===== src/rtl/jk_bank_arbiter_if.sv =====
// Request/grant/drive bundle between two requesters, the bank arbiter and
// the JK flip-flop bank it controls.
interface jk_bank_arbiter_if #(
  parameter int WIDTH = 8,
  parameter int RPT_W = 4
);
  // requester A
  logic             req_a;
  logic [1:0]       cmd_a;
  logic [WIDTH-1:0] mask_a;
  logic [RPT_W-1:0] rpt_a;
  // requester B
  logic             req_b;
  logic [1:0]       cmd_b;
  logic [WIDTH-1:0] mask_b;
  logic [RPT_W-1:0] rpt_b;
  // arbiter status
  logic             gnt_a;
  logic             gnt_b;
  logic             done_a;
  logic             done_b;
  logic             busy;
  // bank drive
  logic [WIDTH-1:0] J;
  logic [WIDTH-1:0] K;

  // requester / test side
  modport master (
    output req_a, cmd_a, mask_a, rpt_a,
    output req_b, cmd_b, mask_b, rpt_b,
    input  gnt_a, gnt_b, done_a, done_b, busy, J, K
  );

  // arbiter side
  modport slave (
    input  req_a, cmd_a, mask_a, rpt_a,
    input  req_b, cmd_b, mask_b, rpt_b,
    output gnt_a, gnt_b, done_a, done_b, busy, J, K
  );
endinterface


===== src/rtl/jk_bank_arbiter.sv =====
// Round-robin arbiter/sequencer sharing one bank of WIDTH JK flip-flops
// between requesters A and B. A granted command is held on J/K for rpt+1
// cycles, then the owner receives a one-cycle done pulse. All outputs are
// registered; the J/K registers themselves hold the latched command.
module jk_bank_arbiter #(
  parameter int WIDTH = 8,
  parameter int RPT_W = 4
) (
  input  logic               clockPulse,
  input  logic               reset,
  jk_bank_arbiter_if.slave   bus
);

  typedef enum logic [0:0] {
    ST_IDLE  = 1'b0,
    ST_APPLY = 1'b1
  } state_t;

  localparam logic SEL_A = 1'b0;
  localparam logic SEL_B = 1'b1;

  // J input for one bank bit set: every selected bit follows cmd[1]
  function automatic logic [WIDTH-1:0] j_bits(input logic [1:0] cmd,
                                              input logic [WIDTH-1:0] mask);
    j_bits = mask & {WIDTH{cmd[1]}};
  endfunction

  // K input for one bank bit set: every selected bit follows cmd[0]
  function automatic logic [WIDTH-1:0] k_bits(input logic [1:0] cmd,
                                              input logic [WIDTH-1:0] mask);
    k_bits = mask & {WIDTH{cmd[0]}};
  endfunction

  state_t           state_r;
  state_t           state_s;
  logic [RPT_W-1:0] cnt_r;
  logic [RPT_W-1:0] cnt_s;
  logic             owner_r;
  logic             owner_s;
  logic             last_grant_r;
  logic             last_grant_s;
  logic [WIDTH-1:0] j_r;
  logic [WIDTH-1:0] j_s;
  logic [WIDTH-1:0] k_r;
  logic [WIDTH-1:0] k_s;
  logic             gnt_a_r;
  logic             gnt_a_s;
  logic             gnt_b_r;
  logic             gnt_b_s;
  logic             done_a_r;
  logic             done_a_s;
  logic             done_b_r;
  logic             done_b_s;
  logic             busy_r;
  logic             busy_s;
  logic             pick_a_s;
  logic             pick_b_s;

  // Round-robin choice: A wins unless B is also requesting and A won last
  always_comb begin
    pick_a_s = 1'b0;
    pick_b_s = 1'b0;
    pick_a_s = bus.req_a & (~bus.req_b | (last_grant_r == SEL_B));
    pick_b_s = bus.req_b & ~pick_a_s;
  end

  // Next-state and next-output logic for the IDLE/APPLY sequencer
  always_comb begin
    state_s      = state_r;
    cnt_s        = cnt_r;
    owner_s      = owner_r;
    last_grant_s = last_grant_r;
    j_s          = j_r;
    k_s          = k_r;
    busy_s       = busy_r;
    gnt_a_s      = 1'b0;
    gnt_b_s      = 1'b0;
    done_a_s     = 1'b0;
    done_b_s     = 1'b0;

    case (state_r)
      ST_IDLE: begin
        j_s    = {WIDTH{1'b0}};
        k_s    = {WIDTH{1'b0}};
        busy_s = 1'b0;
        if (pick_a_s) begin
          gnt_a_s      = 1'b1;
          last_grant_s = SEL_A;
          owner_s      = SEL_A;
          cnt_s        = bus.rpt_a;
          j_s          = j_bits(bus.cmd_a, bus.mask_a);
          k_s          = k_bits(bus.cmd_a, bus.mask_a);
          busy_s       = 1'b1;
          state_s      = ST_APPLY;
        end else if (pick_b_s) begin
          gnt_b_s      = 1'b1;
          last_grant_s = SEL_B;
          owner_s      = SEL_B;
          cnt_s        = bus.rpt_b;
          j_s          = j_bits(bus.cmd_b, bus.mask_b);
          k_s          = k_bits(bus.cmd_b, bus.mask_b);
          busy_s       = 1'b1;
          state_s      = ST_APPLY;
        end else begin
          state_s = ST_IDLE;
        end
      end

      ST_APPLY: begin
        if (cnt_r != {RPT_W{1'b0}}) begin
          // pattern stays on J/K; only the remaining count moves
          cnt_s = cnt_r - RPT_W'(1);
        end else begin
          j_s     = {WIDTH{1'b0}};
          k_s     = {WIDTH{1'b0}};
          busy_s  = 1'b0;
          state_s = ST_IDLE;
          if (owner_r == SEL_A) begin
            done_a_s = 1'b1;
          end else begin
            done_b_s = 1'b1;
          end
        end
      end

      default: begin
        state_s = ST_IDLE;
        cnt_s   = {RPT_W{1'b0}};
        j_s     = {WIDTH{1'b0}};
        k_s     = {WIDTH{1'b0}};
        busy_s  = 1'b0;
      end
    endcase
  end

  // State and registered outputs; reset parks the bank drive at hold
  always_ff @(posedge clockPulse or posedge reset) begin
    if (reset) begin
      state_r      <= ST_IDLE;
      cnt_r        <= {RPT_W{1'b0}};
      owner_r      <= SEL_A;
      last_grant_r <= SEL_B;
      j_r          <= {WIDTH{1'b0}};
      k_r          <= {WIDTH{1'b0}};
      gnt_a_r      <= 1'b0;
      gnt_b_r      <= 1'b0;
      done_a_r     <= 1'b0;
      done_b_r     <= 1'b0;
      busy_r       <= 1'b0;
    end else begin
      state_r      <= state_s;
      cnt_r        <= cnt_s;
      owner_r      <= owner_s;
      last_grant_r <= last_grant_s;
      j_r          <= j_s;
      k_r          <= k_s;
      gnt_a_r      <= gnt_a_s;
      gnt_b_r      <= gnt_b_s;
      done_a_r     <= done_a_s;
      done_b_r     <= done_b_s;
      busy_r       <= busy_s;
    end
  end

  assign bus.gnt_a  = gnt_a_r;
  assign bus.gnt_b  = gnt_b_r;
  assign bus.done_a = done_a_r;
  assign bus.done_b = done_b_r;
  assign bus.busy   = busy_r;
  assign bus.J      = j_r;
  assign bus.K      = k_r;

endmodule


===== src/flat_wrapper.sv =====
// flat-port wrapper written by rule: the top's interface ports become plain ports
module jk_bank_arbiter_flat 
#(
  parameter int WIDTH = 8,
  parameter int RPT_W = 4
)
  (clockPulse, reset, bus_req_a, bus_cmd_a, bus_mask_a, bus_rpt_a, bus_req_b, bus_cmd_b, bus_mask_b, bus_rpt_b, bus_gnt_a, bus_gnt_b, bus_done_a, bus_done_b, bus_busy, bus_J, bus_K);
  jk_bank_arbiter_if #(.WIDTH(WIDTH), .RPT_W(RPT_W)) bus_i ();
  input  logic clockPulse;
  input  logic reset;
  input wire logic [$bits(bus_i.req_a)-1:0] bus_req_a;
  input wire logic [$bits(bus_i.cmd_a)-1:0] bus_cmd_a;
  input wire logic [$bits(bus_i.mask_a)-1:0] bus_mask_a;
  input wire logic [$bits(bus_i.rpt_a)-1:0] bus_rpt_a;
  input wire logic [$bits(bus_i.req_b)-1:0] bus_req_b;
  input wire logic [$bits(bus_i.cmd_b)-1:0] bus_cmd_b;
  input wire logic [$bits(bus_i.mask_b)-1:0] bus_mask_b;
  input wire logic [$bits(bus_i.rpt_b)-1:0] bus_rpt_b;
  output wire logic [$bits(bus_i.gnt_a)-1:0] bus_gnt_a;
  output wire logic [$bits(bus_i.gnt_b)-1:0] bus_gnt_b;
  output wire logic [$bits(bus_i.done_a)-1:0] bus_done_a;
  output wire logic [$bits(bus_i.done_b)-1:0] bus_done_b;
  output wire logic [$bits(bus_i.busy)-1:0] bus_busy;
  output wire logic [$bits(bus_i.J)-1:0] bus_J;
  output wire logic [$bits(bus_i.K)-1:0] bus_K;
  assign bus_i.req_a = bus_req_a;
  assign bus_i.cmd_a = bus_cmd_a;
  assign bus_i.mask_a = bus_mask_a;
  assign bus_i.rpt_a = bus_rpt_a;
  assign bus_i.req_b = bus_req_b;
  assign bus_i.cmd_b = bus_cmd_b;
  assign bus_i.mask_b = bus_mask_b;
  assign bus_i.rpt_b = bus_rpt_b;
  assign bus_gnt_a = bus_i.gnt_a;
  assign bus_gnt_b = bus_i.gnt_b;
  assign bus_done_a = bus_i.done_a;
  assign bus_done_b = bus_i.done_b;
  assign bus_busy = bus_i.busy;
  assign bus_J = bus_i.J;
  assign bus_K = bus_i.K;
  jk_bank_arbiter #(.WIDTH(WIDTH), .RPT_W(RPT_W)) u_core (.clockPulse(clockPulse), .reset(reset), .bus(bus_i));
endmodule

===== config.mk =====
export PLATFORM = sky130hd
export DESIGN_NAME = jk_bank_arbiter_flat
export DESIGN_NICKNAME = d
export VERILOG_FILES = /design/src/rtl/jk_bank_arbiter_if.sv /design/src/rtl/jk_bank_arbiter.sv /design/src/flat_wrapper.sv
export SDC_FILE = /design/constraint.sdc
export NUM_CORES = 1
export LEC_CHECK = 0
export ABC_AREA = 1
export ABC_CLOCK_PERIOD_IN_PS = 1690
export CAP_MARGIN = 20
export CORE_MARGIN = 2
export CORE_UTILIZATION = 35
export CTS_BUF_LIST = sky130_fd_sc_hd__clkbuf_2 sky130_fd_sc_hd__clkbuf_4 sky130_fd_sc_hd__clkbuf_8
export CTS_CLUSTER_DIAMETER = 200
export DETAILED_ROUTE_END_ITERATION = 8
export GPL_ROUTABILITY_DRIVEN = 0
export HOLD_SLACK_MARGIN = 0.08
export PLACE_DENSITY = 0.61
export SYNTH_ARGS = -nofsm -noshare
export SYNTH_HDL_FRONTEND = slang
export SYNTH_SLANG_ARGS = --single-unit

===== constraint.sdc =====
create_clock -name clockPulse -period 1.69 [get_ports clockPulse]
set_input_delay 0.169 -clock clockPulse [delete_from_list [all_inputs] [get_ports clockPulse]]
set_output_delay 0.169 -clock clockPulse [all_outputs]
set_load 0.02 [all_outputs]

==> out/metrics.yaml <==
yosys:
  synth_compound_area_share_pct: 9.922
  syn_area_um2: 1450
  ys_warn_count: 0
  synth_top_family_by_area: "simple AND/OR/NAND/NOR gates"
  yosys.cell_types.count: 25
  synth-xor-area-share_pct: 0
  syn_avg_cell_area_um2: 8.287
  ys.flop_type: "dfrtp_1"
  synth_cells: 175
  synthArstFlopShare_pct: 100.0
  synth-simple-area-share_pct: 32.10
  ys_ff_latch: 28
  synth.mux.area_fraction_pct: 0
  synthAdderAreaFrac_pct: 1.726
  synth_enable_flop_cells: 0
  ys_seq_area_share_pct: 48.40
  synthesis.nets: 209
setup_path:
  critPathSlowestCell: "clkdlybuf4s50_1"
  critical-path-top-delay-family: "buffers and inverters"
  crit_chain: "clkdlybuf4s50_1"
  critPathLaunchType: "flip-flop"
  path_buf_inv: 1
  crit_path_max_fanout: 2
  critical_path.max_stage_delay_ns: 0.63
  crit_path_end_kind: "primary output"
  cp_data_required_time_ns: 1.52
  critPathKind: "reg -> out"
  crit_arrival_ns: 1.28
clock_network:
  numCtsBuffers: 3
  ctsLongestPathBuffers: 2
  clkSinkCount: 28
  post_cts_buffers: 0
  ctsResizeCount: 0
  ctsHoldBuffers: 0
  clk_latency_ns: 0.27
  tritoncts: "built"
  clk_pin_slew_ns: 0.10
  root_buffer: "clkbuf_8"
  cts_max_level: 1
pwr:
  p_switching_mw: 1.412
  power_mw: 3.368
  power.density_nw_per_um2: 1636
  p_seq_share_pct: 35.6
  clkPwrFrac_pct: 11.5
  vdd_drop_max_mv: 0.7820
  power_frac_comb_pct: 52.9
  p_sw_share_pct: 41.93
  cellLeakagePower_nw: 0.9767
  intPower_mw: 1.956
cells_and_area:
  seq_area_um2: 701.9
  final_cell_mix: "nand2_1 (60), clkdlybuf4s50_1 (52), dfrtp_1 (27)"
  antenna_cells: 0
  nets: 262
  multiInputGateArea_um2: 634.4
  drive_gt1_share_pct: 11.01
  syn2layout_area_growth_pct: 42.02
  n_fill_cell: 394
  final_common_cell: "nand2_1"
timing:
  post-route-min-period_ns: 1.446
  tns_ns: 0
  finalHoldViolCount: 0
  setup_viol: 0
  period_share_pct: 85.56
  max_slew_margin_pct: 75.85
  slew_violations: 0
  rsz0062_at_grt: "no"
  timing.fmax_mhz: 691.6
  worstMarginPinSlew_ns: 0.3622
  skew_ns: 0.003603
global_routing:
  grt_pass1_vias: 1351
  grt_max_degree: 29
  grt_usage_pct: 18.26
  grt-ovfl-total: 0
  grt_pass1_wl_um: 6313
  antenna_found_initial: 0
place:
  place_hpwl_um: 2743
  io_buffers: 52
drt:
  routed_wirelength_um: 3764
  vias: 1346
  wire_per_inst_um: 13.59
  drt_iter0_markers: 66
  ant_nets: 0
  first_pass_iters: 4
  drc: 0
  vias_per_cell: 4.859
die:
  dieArea_um2: 4674
  start_util_pct: 36.25
  fp.dieH_um: 68.37
  rows: 23
  die_w_um: 68.37
  io_pins: 53
  core_area_um2: 4000
run_status:
  run_status: "finished, final reports clean"
hold_path:
  hp-class: "in -> async"
flow_run:
  maxCapViolations: 0
[cell type report]
cell class	count	area share (%)
Timing Repair Buffer	55	26.37
Clock buffer	4	2.369
Inverter	17	3.341
Multi-Input combinational cell	123	30.80
Sequential cell	28	34.08
Tap cell	50	3.038
[state kept, by name, indices dropped and copies added (netlist names)]
register             flops
u_core.bus.J             8
u_core.bus.K             8
u_core.bus.busy          1
u_core.bus.done_a        1
u_core.bus.done_b        1
u_core.bus.gnt_a         1
u_core.bus.gnt_b         1
u_core.cnt_r             4
u_core.last_grant_r      1
u_core.owner_r           1
u_core.state_r           1
[synthesized netlist by cell type, types with 3 or more instances]
cell type   n  area share (%)
dfrtp_1    27              47
buf_4       3             1.6
nand4_1     7             3.0
nor2_1      8             2.1
o211ai_2    7             6.0
nand2_1    60              16
inv_1      13             3.4
nand3_1    25             8.6
[cell families (layout without fill, tap and decap cells)]
logic type,count (synthesis),after routing
simple gates,105,105
compound gates,16,16
buf+inv,24,76
fa+ha+maj,2,2
flops,28,28
[path summary, 6_finish.rpt]
check | from | to | slack [ns] | cells after the start
max in group asynchronous | reset | u_core.last_grant_r | 1.13 | 3
worst min-delay path | reset | u_core.bus.K[1] | 0.26 | 3
worst max register to register | u_core.last_grant_r | u_core.bus.K[7] | 0.32 | 6
worst min register to register | u_core.owner_r | u_core.bus.done_a | 0.43 | 1
min in group clockPulse | u_core.owner_r | u_core.bus.done_a | 0.43 | 1
worst max-delay path | u_core.bus.J[4] | bus_J[4] | 0.24 | 1
[per-layer routing]
metal / track usage (%) / vias to the layer above / wire length [µm] / part of all wire [%]
met5: 0 / - / 0 / 0
met4: 5.250 / 0 / 40 / 1.1
met3: 1.809 / 4 / 235 / 6.2
met2: 30.10 / 56 / 1718 / 46
met1: 25.39 / 611 / 1769 / 47
li1: - / 675 / - / -
[per-stage QoR]
stage,setup slack [ns],utilization (%),area (µm²),hold WS [ns],std cells
after floorplan,0.4204,-,1450,0.2337,175
after global placement,0.1625,50.27,2011,0.4149,273
after detailed placement,0.1131,50.27,2011,0.4171,273
after CTS,0.2380,51.49,2059,0.2702,277
after global routing,0.1456,51.49,2059,0.2997,277
final,0.2440,51.49,2059,0.2566,277
[power by group through the flow]
stage / logic [mW] / clock network (mW) / registers (mW)
finish: 1.78 / 0.389 / 1.20
global route: 1.98 / 0.440 / 1.23
CTS: 1.80 / 0.401 / 1.20
detailed placement: 1.79 / 0 / 1.21
global placement: 1.78 / 0 / 1.20
floorplan: 0.838 / 0 / 1.43
No activity file was read; power rests on OpenSTA's default activity.
